**config.mk**
```make
export PLATFORM = sky130hd
export DESIGN_NAME = intadd_issue
export DESIGN_NICKNAME = d
export VERILOG_FILES = /design/src/rtl/intadd_pkg.sv /design/src/rtl/intadd_issue.sv
export SDC_FILE = /design/constraint.sdc
export NUM_CORES = 2
export LEC_CHECK = 0
export CORE_AREA = 4 4 621 623
export DETAILED_ROUTE_END_ITERATION = 6
export DIE_AREA = 0 0 625 627
export GPL_TIMING_DRIVEN = 1
export PLACE_DENSITY = 0.35
export SKIP_CTS_REPAIR_TIMING = 1
export SYNTH_ARGS = -nofsm -noshare
export SYNTH_HDL_FRONTEND = slang
export SYNTH_SLANG_ARGS = --single-unit
```
**constraint.sdc**
```tcl
create_clock -name clk -period 2.02 [get_ports clk]
set_input_delay 0.202 -clock clk [delete_from_list [all_inputs] [get_ports clk]]
set_output_delay 0.202 -clock clk [all_outputs]
set_load 0.01 [all_outputs]
```
**src/rtl/intadd_pkg.sv**
```systemverilog
// Shared definitions for the intadd issue stage: precision codes, micro-instruction
// field positions, FSM state encoding and the micro-instruction pack helper.
package intadd_pkg;

   localparam logic [1:0] PREC_8  = 2'b00;
   localparam logic [1:0] PREC_32 = 2'b11;

   localparam int unsigned CRU_W          = 11;
   localparam int unsigned CRU_INST_VALID = 10;
   localparam int unsigned CRU_PREC_S0_HI = 9;
   localparam int unsigned CRU_PREC_S0_LO = 8;
   localparam int unsigned CRU_PREC_S1_HI = 7;
   localparam int unsigned CRU_PREC_S1_LO = 6;
   localparam int unsigned CRU_PREC_S2_HI = 5;
   localparam int unsigned CRU_PREC_S2_LO = 4;
   localparam int unsigned CRU_SIGN_S0    = 3;
   localparam int unsigned CRU_SIGN_S1    = 2;
   localparam int unsigned CRU_SIGN_S2    = 1;
   localparam int unsigned CRU_UPDATE_ST  = 0;

   typedef enum logic [1:0] {
      StIdle  = 2'd0,
      StIssue = 2'd1,
      StWait  = 2'd2,
      StResp  = 2'd3
   } state_e;

   function automatic logic prec_legal(input logic [1:0] prec);
      return (prec == PREC_8) || (prec == PREC_32);
   endfunction

   // sign = {sign_s0, sign_s1, sign_s2}; 32-bit mode has no third signed operand.
   function automatic logic [CRU_W-1:0] cru_pack(input logic [1:0] prec,
                                                 input logic [2:0] sign,
                                                 input logic       update_st);
      logic [CRU_W-1:0] cru;
      cru                                 = '0;
      cru[CRU_INST_VALID]                 = 1'b1;
      cru[CRU_PREC_S0_HI:CRU_PREC_S0_LO]  = prec;
      cru[CRU_PREC_S1_HI:CRU_PREC_S1_LO]  = prec;
      cru[CRU_PREC_S2_HI:CRU_PREC_S2_LO]  = prec;
      cru[CRU_SIGN_S0]                    = sign[2];
      cru[CRU_SIGN_S1]                    = sign[1];
      cru[CRU_SIGN_S2]                    = (prec == PREC_32) ? 1'b0 : sign[0];
      cru[CRU_UPDATE_ST]                  = update_st;
      return cru;
   endfunction

endpackage

```
**src/rtl/intadd_issue.sv**
```systemverilog
// Single-command issue stage for the intadd unit: accepts one command, pulses a
// micro-instruction for one cycle, waits LAT cycles and holds the result until consumed.
module intadd_issue
   import intadd_pkg::*;
#(
   parameter int unsigned LAT = 1
) (
   input  logic             clk,
   input  logic             rst_n,
   input  logic             cmd_valid,
   output logic             cmd_ready,
   input  logic [1:0]       cmd_prec,
   input  logic [2:0]       cmd_sign,
   input  logic             cmd_update_st,
   input  logic [127:0]     cmd_src0,
   input  logic [127:0]     cmd_src1,
   input  logic [127:0]     cmd_src2,
   output logic [CRU_W-1:0] cru_intadd,
   output logic [127:0]     src_reg0,
   output logic [127:0]     src_reg1,
   output logic [127:0]     src_reg2,
   input  logic [127:0]     dst_reg0,
   input  logic [127:0]     dst_reg1,
   input  logic [127:0]     st,
   output logic             rsp_valid,
   input  logic             rsp_ready,
   output logic [127:0]     rsp_dst0,
   output logic [127:0]     rsp_dst1,
   output logic [127:0]     rsp_st,
   output logic             rsp_err,
   output logic             busy,
   output logic [15:0]      issue_cnt
);

   localparam logic [3:0] WaitLoad = 4'(LAT);

   state_e     state_q, state_d;
   logic [1:0] prec_q;
   logic [2:0] sign_q;
   logic       upd_q;
   logic [3:0] wait_cnt_q;
   logic       accept;
   logic       wait_done;

   assign accept    = cmd_valid && (state_q == StIdle);
   assign wait_done = (state_q == StWait) && (wait_cnt_q <= 4'd1);

   always_ff @(posedge clk) begin
      if (!rst_n) begin
         state_q <= StIdle;
      end else begin
         state_q <= state_d;
      end
   end

   always_comb begin
      state_d = state_q;
      unique case (state_q)
         StIdle: begin
            if (cmd_valid) begin
               state_d = prec_legal(cmd_prec) ? StIssue : StResp;
            end
         end
         StIssue: state_d = StWait;
         StWait: begin
            if (wait_cnt_q <= 4'd1) begin
               state_d = StResp;
            end
         end
         StResp: begin
            if (rsp_ready) begin
               state_d = StIdle;
            end
         end
         default: state_d = StIdle;
      endcase
   end

   always_comb begin
      cmd_ready  = (state_q == StIdle);
      busy       = (state_q != StIdle);
      rsp_valid  = (state_q == StResp);
      cru_intadd = '0;
      if (state_q == StIssue) begin
         cru_intadd = cru_pack(prec_q, sign_q, upd_q);
      end
   end

   // Operands go straight into the src registers so they hold the last issued values.
   always_ff @(posedge clk) begin
      if (!rst_n) begin
         prec_q   <= PREC_8;
         sign_q   <= '0;
         upd_q    <= 1'b0;
         src_reg0 <= '0;
         src_reg1 <= '0;
         src_reg2 <= '0;
      end else if (accept && prec_legal(cmd_prec)) begin
         prec_q   <= cmd_prec;
         sign_q   <= cmd_sign;
         upd_q    <= cmd_update_st;
         src_reg0 <= cmd_src0;
         src_reg1 <= cmd_src1;
         src_reg2 <= (cmd_prec == PREC_32) ? '0 : cmd_src2;
      end
   end

   always_ff @(posedge clk) begin
      if (!rst_n) begin
         wait_cnt_q <= '0;
      end else if (state_q == StIssue) begin
         wait_cnt_q <= WaitLoad;
      end else if (state_q == StWait) begin
         wait_cnt_q <= wait_done ? 4'd0 : wait_cnt_q - 4'd1;
      end
   end

   always_ff @(posedge clk) begin
      if (!rst_n) begin
         issue_cnt <= '0;
      end else if (state_q == StIssue) begin
         issue_cnt <= issue_cnt + 16'd1;
      end
   end

   always_ff @(posedge clk) begin
      if (!rst_n) begin
         rsp_dst0 <= '0;
         rsp_dst1 <= '0;
         rsp_st   <= '0;
         rsp_err  <= 1'b0;
      end else if (accept && !prec_legal(cmd_prec)) begin
         rsp_dst0 <= '0;
         rsp_dst1 <= '0;
         rsp_st   <= '0;
         rsp_err  <= 1'b1;
      end else if (wait_done) begin
         rsp_dst0 <= dst_reg0;
         rsp_dst1 <= dst_reg1;
         rsp_st   <= st;
      end else if ((state_q == StResp) && rsp_ready) begin
         rsp_err  <= 1'b0;
      end
   end

endmodule

```
Yosys cells after proc, flatten, opt, wreduce, memory -nomap -nowiden
Index checks and enable logic that the tools add are counted.

Register bits after elaboration: 797. Latch bits: 0. RAM bits: 0. ROM bits: 0. Bits of input ports: 778. Output and inout port bits: 799. Logic and storage cells: 57. Memories: 0.

Add/subtract/negate cells: 2. Multipliers: 0. Div/mod/pow operators: 0. $lt $le $gt $ge: 1. Equality and inequality tests: 9. Shifts and indexed selects: 0. Muxes and demuxes: 14. Bitwise logic cells: 1. Reduce and logical (&&, ||, !) cells: 16.

Operators with widths (number): 128-bit two-way mux (1); 16-bit by 1-bit adder with 16-bit output (second input constant) (1); 11-bit two-way mux (1); 2-bit equality test (second input constant) (4); 2-bit two-way mux (4); 2-bit case mux with 4 select lines (1); 1-bit two-way mux (6); 2-bit by 1-bit != test with 1-bit output (second input constant) (3); 2-bit nonzero test (3); 1-bit logical AND (5); 4-bit by 1-bit less-or-equal comparator with 1-bit output (second input constant) (1); 2-bit logical NOT (2); 4-bit two-way mux (1); 2-bit OR reduction (2); 4-bit by 1-bit subtractor with 4-bit output (second input constant) (1); 3-bit AND reduction (1); 2-bit by 1-bit equality test with 1-bit output (second input constant) (1); 2-bit != test (second input constant) (1); 2-bit AND reduction (1); 1-bit logical NOT (1); 1-bit logical OR (1); 1-bit inverter (1).

Longest topological paths before layout
Depth after elaboration: 6. Depth in mapped cells: 9. Gate-level depth less buffers: 6.

Least setup slack after synthesis
Ideal clock, no wire load.

Kind: register -> register. Start point: register state_q[1]. End point: register issue_cnt[12]. Library setup time: 125 ps. Arrival time: 1598 ps. Path slack: 297 ps. Cell stages (with the launch flop): 8. Buffers on the path: 1. Period minus slack after synthesis: 1723 ps. Cell sequence: dfxtp_1 inv_1 ha_1 buf_4 nand4_2 or4_1 xor2_1 nor2_2.

Longest elaborated chain between the ends: 1.

RTL lines: start: declaration (RTL line intadd_issue.sv:37) `state_e state_q, state_d;`; start signal: assignment (RTL line intadd_issue.sv:50) `state_q <= StIdle;`; start signal: assignment (RTL line intadd_issue.sv:52) `state_q <= state_d;`; 2-bit by 1-bit equality test with 1-bit output (RTL line intadd_issue.sv:121) `end else if (state_q == StIssue) begin`; end signal: assignment (RTL line intadd_issue.sv:122) `issue_cnt <= issue_cnt + 16'd1;`; end: declaration (RTL line intadd_issue.sv:32) `output logic [15:0] issue_cnt`.

No other way between the ends. A chain may end at the register's enable or synchronous reset.

Worst setup path after layout
Start point: register state_q[1]. End point: output cru_intadd[2].

Longest elaborated chain between the ends: 2.

RTL lines: 2-bit by 1-bit equality test with 1-bit output (RTL line intadd_issue.sv:84) `if (state_q == StIssue) begin`; 11-bit two-way mux (RTL line intadd_issue.sv:84); end: declaration (RTL line intadd_issue.sv:18) `output logic [CRU_W-1:0] cru_intadd,`.

No other way between the ends.

==> metrics.txt <==
final-layout fill cell count 42,760; worst setup margin -198.3 ps; Worst EP arrival 2020 ps; largest net degree at the start of global routing 68; clock slew at reported path FFs 60 ps; Syn. warnings 0; Final Routed Wirelength 328.7 mm; HPWL after DPL 286.0 mm; Final Hold Viols 0; post-synthesis adder-cell area fraction 0.3994%; post-synthesis sequential area ratio 56.60%; commonest non-fill, non-tap cells in the layout nand2_1 (1,297), clkdlybuf4s50_1 (860), dfxtp_1 (790), a21oi_1 (780), dlymetal6s2s_1 (589); RSZ-0062 raised after global routing yes; dpl cell area 50,650 µm²; antenna viol nets, final 0; Clock Root Buffer clkbuf_16; Crit Path Category flop to output port; fmax 0.4508 GHz; Power Density 1053 nW/µm²; Critical Path RT 1820 ps; area grow syn2layout 123.5%; commonest non-fill, non-tap cell in the layout nand2_1; clock skew 38.56 ps; simple-gate portion of the synthesized area 23.60%; # DRC 0; area leader, netlist dfxtp_1; CTS Sinks 797; Final min period 2218 ps; Synth area leaders dfxtp_1 (57%), nand2_1 (17%), a21oi_1 (14%); Clock Latency Late Sink 850 ps; Die Y 627 µm; syn_area_per_cell 8.014 µm²; slowest cell on the critical path dfxtp_2; Wirelength per Cell 30.13 µm; nets 6,490; CP top delay family buffers and inverters; normalized max-slew margin 50.74%; IR drop worst, VDD 0.6581 mV; GP Congestion 0.8353; largest family of logic cells by synthesized area simple AND/OR/NAND/NOR gates; Cell variety after synth 38; Cells after Synth 3,518; CP endpoint kind output port; Core ar. 380,900 µm²; share of layout cells above drive strength 1 10.10%; Worst-Margin Slew 737.7 ps; Worst Setup Start Kind flop; Die X 625 µm; crit path max fanout 6; vias per cell 3.210; Design Area, Final 63,010 µm²; gr usage total 15.60%; WP buf/inv 4; CP cell instances inv_2, ha_4, buf_12, buf_4, and2_4, buf_6; Sequential Area 15,970 µm²; First DRT Iteration DRCs 2,097; vias 35,030; first-pass GRT wire length 390.2 mm; area of the multi-input gates 11,220 µm²; die footprint 391,900 µm²; share of the synthesized area in the top cell type 56.60%; crit-path max cell delay 340 ps; Tcrit/Tclk final 109.8%; max_cap viols 0; IO Pins 1,577; syn_nets 4,305; Starting Density 7.402%; Inserted Clock Buffers 117; Compound-Gate Fraction of Synth Area 14.16%; row count 227; Port Buffers 1,576; TritonRoute pass-1 iters 5; status finished with violations; synthesis-stage register bit count 797; failing checks negative setup slack; Mapped Area 28,190 µm²; min-delay worst type primary input to flop; Final TNS setup -1362 ps; final setup fails 13; CTS Buffer Depth 4; vias in the first global route 31,570; leakage power 31.39 nW; CTS H-tree depth 3; Final Slew Violations 0; CTS tree done; gr ovfl total 0; XOR/XNOR Fraction of Synth Area 0.3417%; initial antenna violation count 239; mux cell area share after synthesis 0.1820%
kinds of logic after synthesis:
kind of cell | count (synthesis)
DFF | 797
and+or+nand+nor | 1615
adders and majority gates | 9
buffers and inverters | 288
xor gates and xnor gates | 11
muxes | 5
AOI/OAI and AO/OA | 793
Yosys cell counts, drive strengths merged:
library cell     n
a21oi          782
a31o             1
and2             6
and3             2
and3b            1
and4             2
buf            152
clkbuf         126
dfxtp          797
ha               9
inv             10
mux2             1
mux2i            4
nand2         1306
nand2b           5
nand3            5
nand3b           2
nand4            7
nand4b           1
nor2           144
nor3             2
nor3b          128
nor4             1
nor4b            1
o21ai            5
o22ai            1
o311a            2
o311ai           1
o31a             1
or3              1
or4              1
xnor2            3
xor2             8
cell type report:
class | count | area share (%)
Timing Repair Buffer | 2344 | 40.26
Sequential cell | 797 | 25.34
Multi-Input combinational cell | 2433 | 17.81
Tap cell | 5038 | 10.00
Clock buffer | 161 | 5.242
Clock inverter | 48 | 0.9531
Antenna cell | 80 | 0.3177
Inverter | 10 | 0.07545
sequential cells by signal (all words and copies together), names as in the netlist:
name,cells
src_reg2,128
src_reg1,128
rsp_err,1
rsp_st,128
sign_q,3
rsp_dst0,128
prec_q,2
state_q,2
issue_cnt,16
wait_cnt_q,4
upd_q,1
rsp_dst1,128
src_reg0,128
routing by layer:
| layer | vias to the layer above | global-route usage [%] | wire length, µm | share of wire, % |
|---|---|---|---|---|
| met3 | 574 | 8.320 | 32500 | 9.9 |
| li1 | 16000 | - | - | - |
| met1 | 16870 | 15.44 | 119300 | 36 |
| met4 | 168 | 5.328 | 14900 | 4.5 |
| met5 | - | 0 | 1070 | 0.33 |
| met2 | 1414 | 27.66 | 160900 | 49 |
tightest hold or removal path, cell delays in order:
cell	delay (ps)
clkdlybuf4s50_1	450
nand2_1	100
a21oi_1	70
where the power goes:
group	total [W]	switching, W	internal [W]
sequential	0.0195	0.00142	0.0181
combinational	0.0255	0.0151	0.0104
clock	0.0214	0.00867	0.0127
path summary, 6_finish.rpt:
path	from	end	slack, ps	cells after the start
worst min-delay path	cmd_src0[26]	src_reg0[26]	10	3
worst max register to register	wait_cnt_q[0]	rsp_dst0[34]	70	9
worst max-delay path	state_q[1]	cru_intadd[2]	-200	6
worst min register to register	rsp_st[21]	rsp_st[21]	450	2
metrics by stage:
| step | instances | total power [W] | worst slack [ps] | hold WS (ps) | utilization, % |
|---|---|---|---|---|---|
| detailed placement | 10010 | 0.04281 | -438.1 | 446.1 | 13.30 |
| CTS | 10220 | 0.06481 | -1178 | -225.1 | 14.32 |
| finish | 10910 | 0.06636 | -198.3 | 13.66 | 16.54 |
| global placement | 10010 | 0.04270 | -461.2 | 442.3 | 13.30 |
| floorplan | 3518 | 0.02753 | 297.0 | 338.0 | - |
| global route | 10870 | 0.06971 | -296.7 | 2.009 | 16.52 |
(Power assumes the default switching activity.)
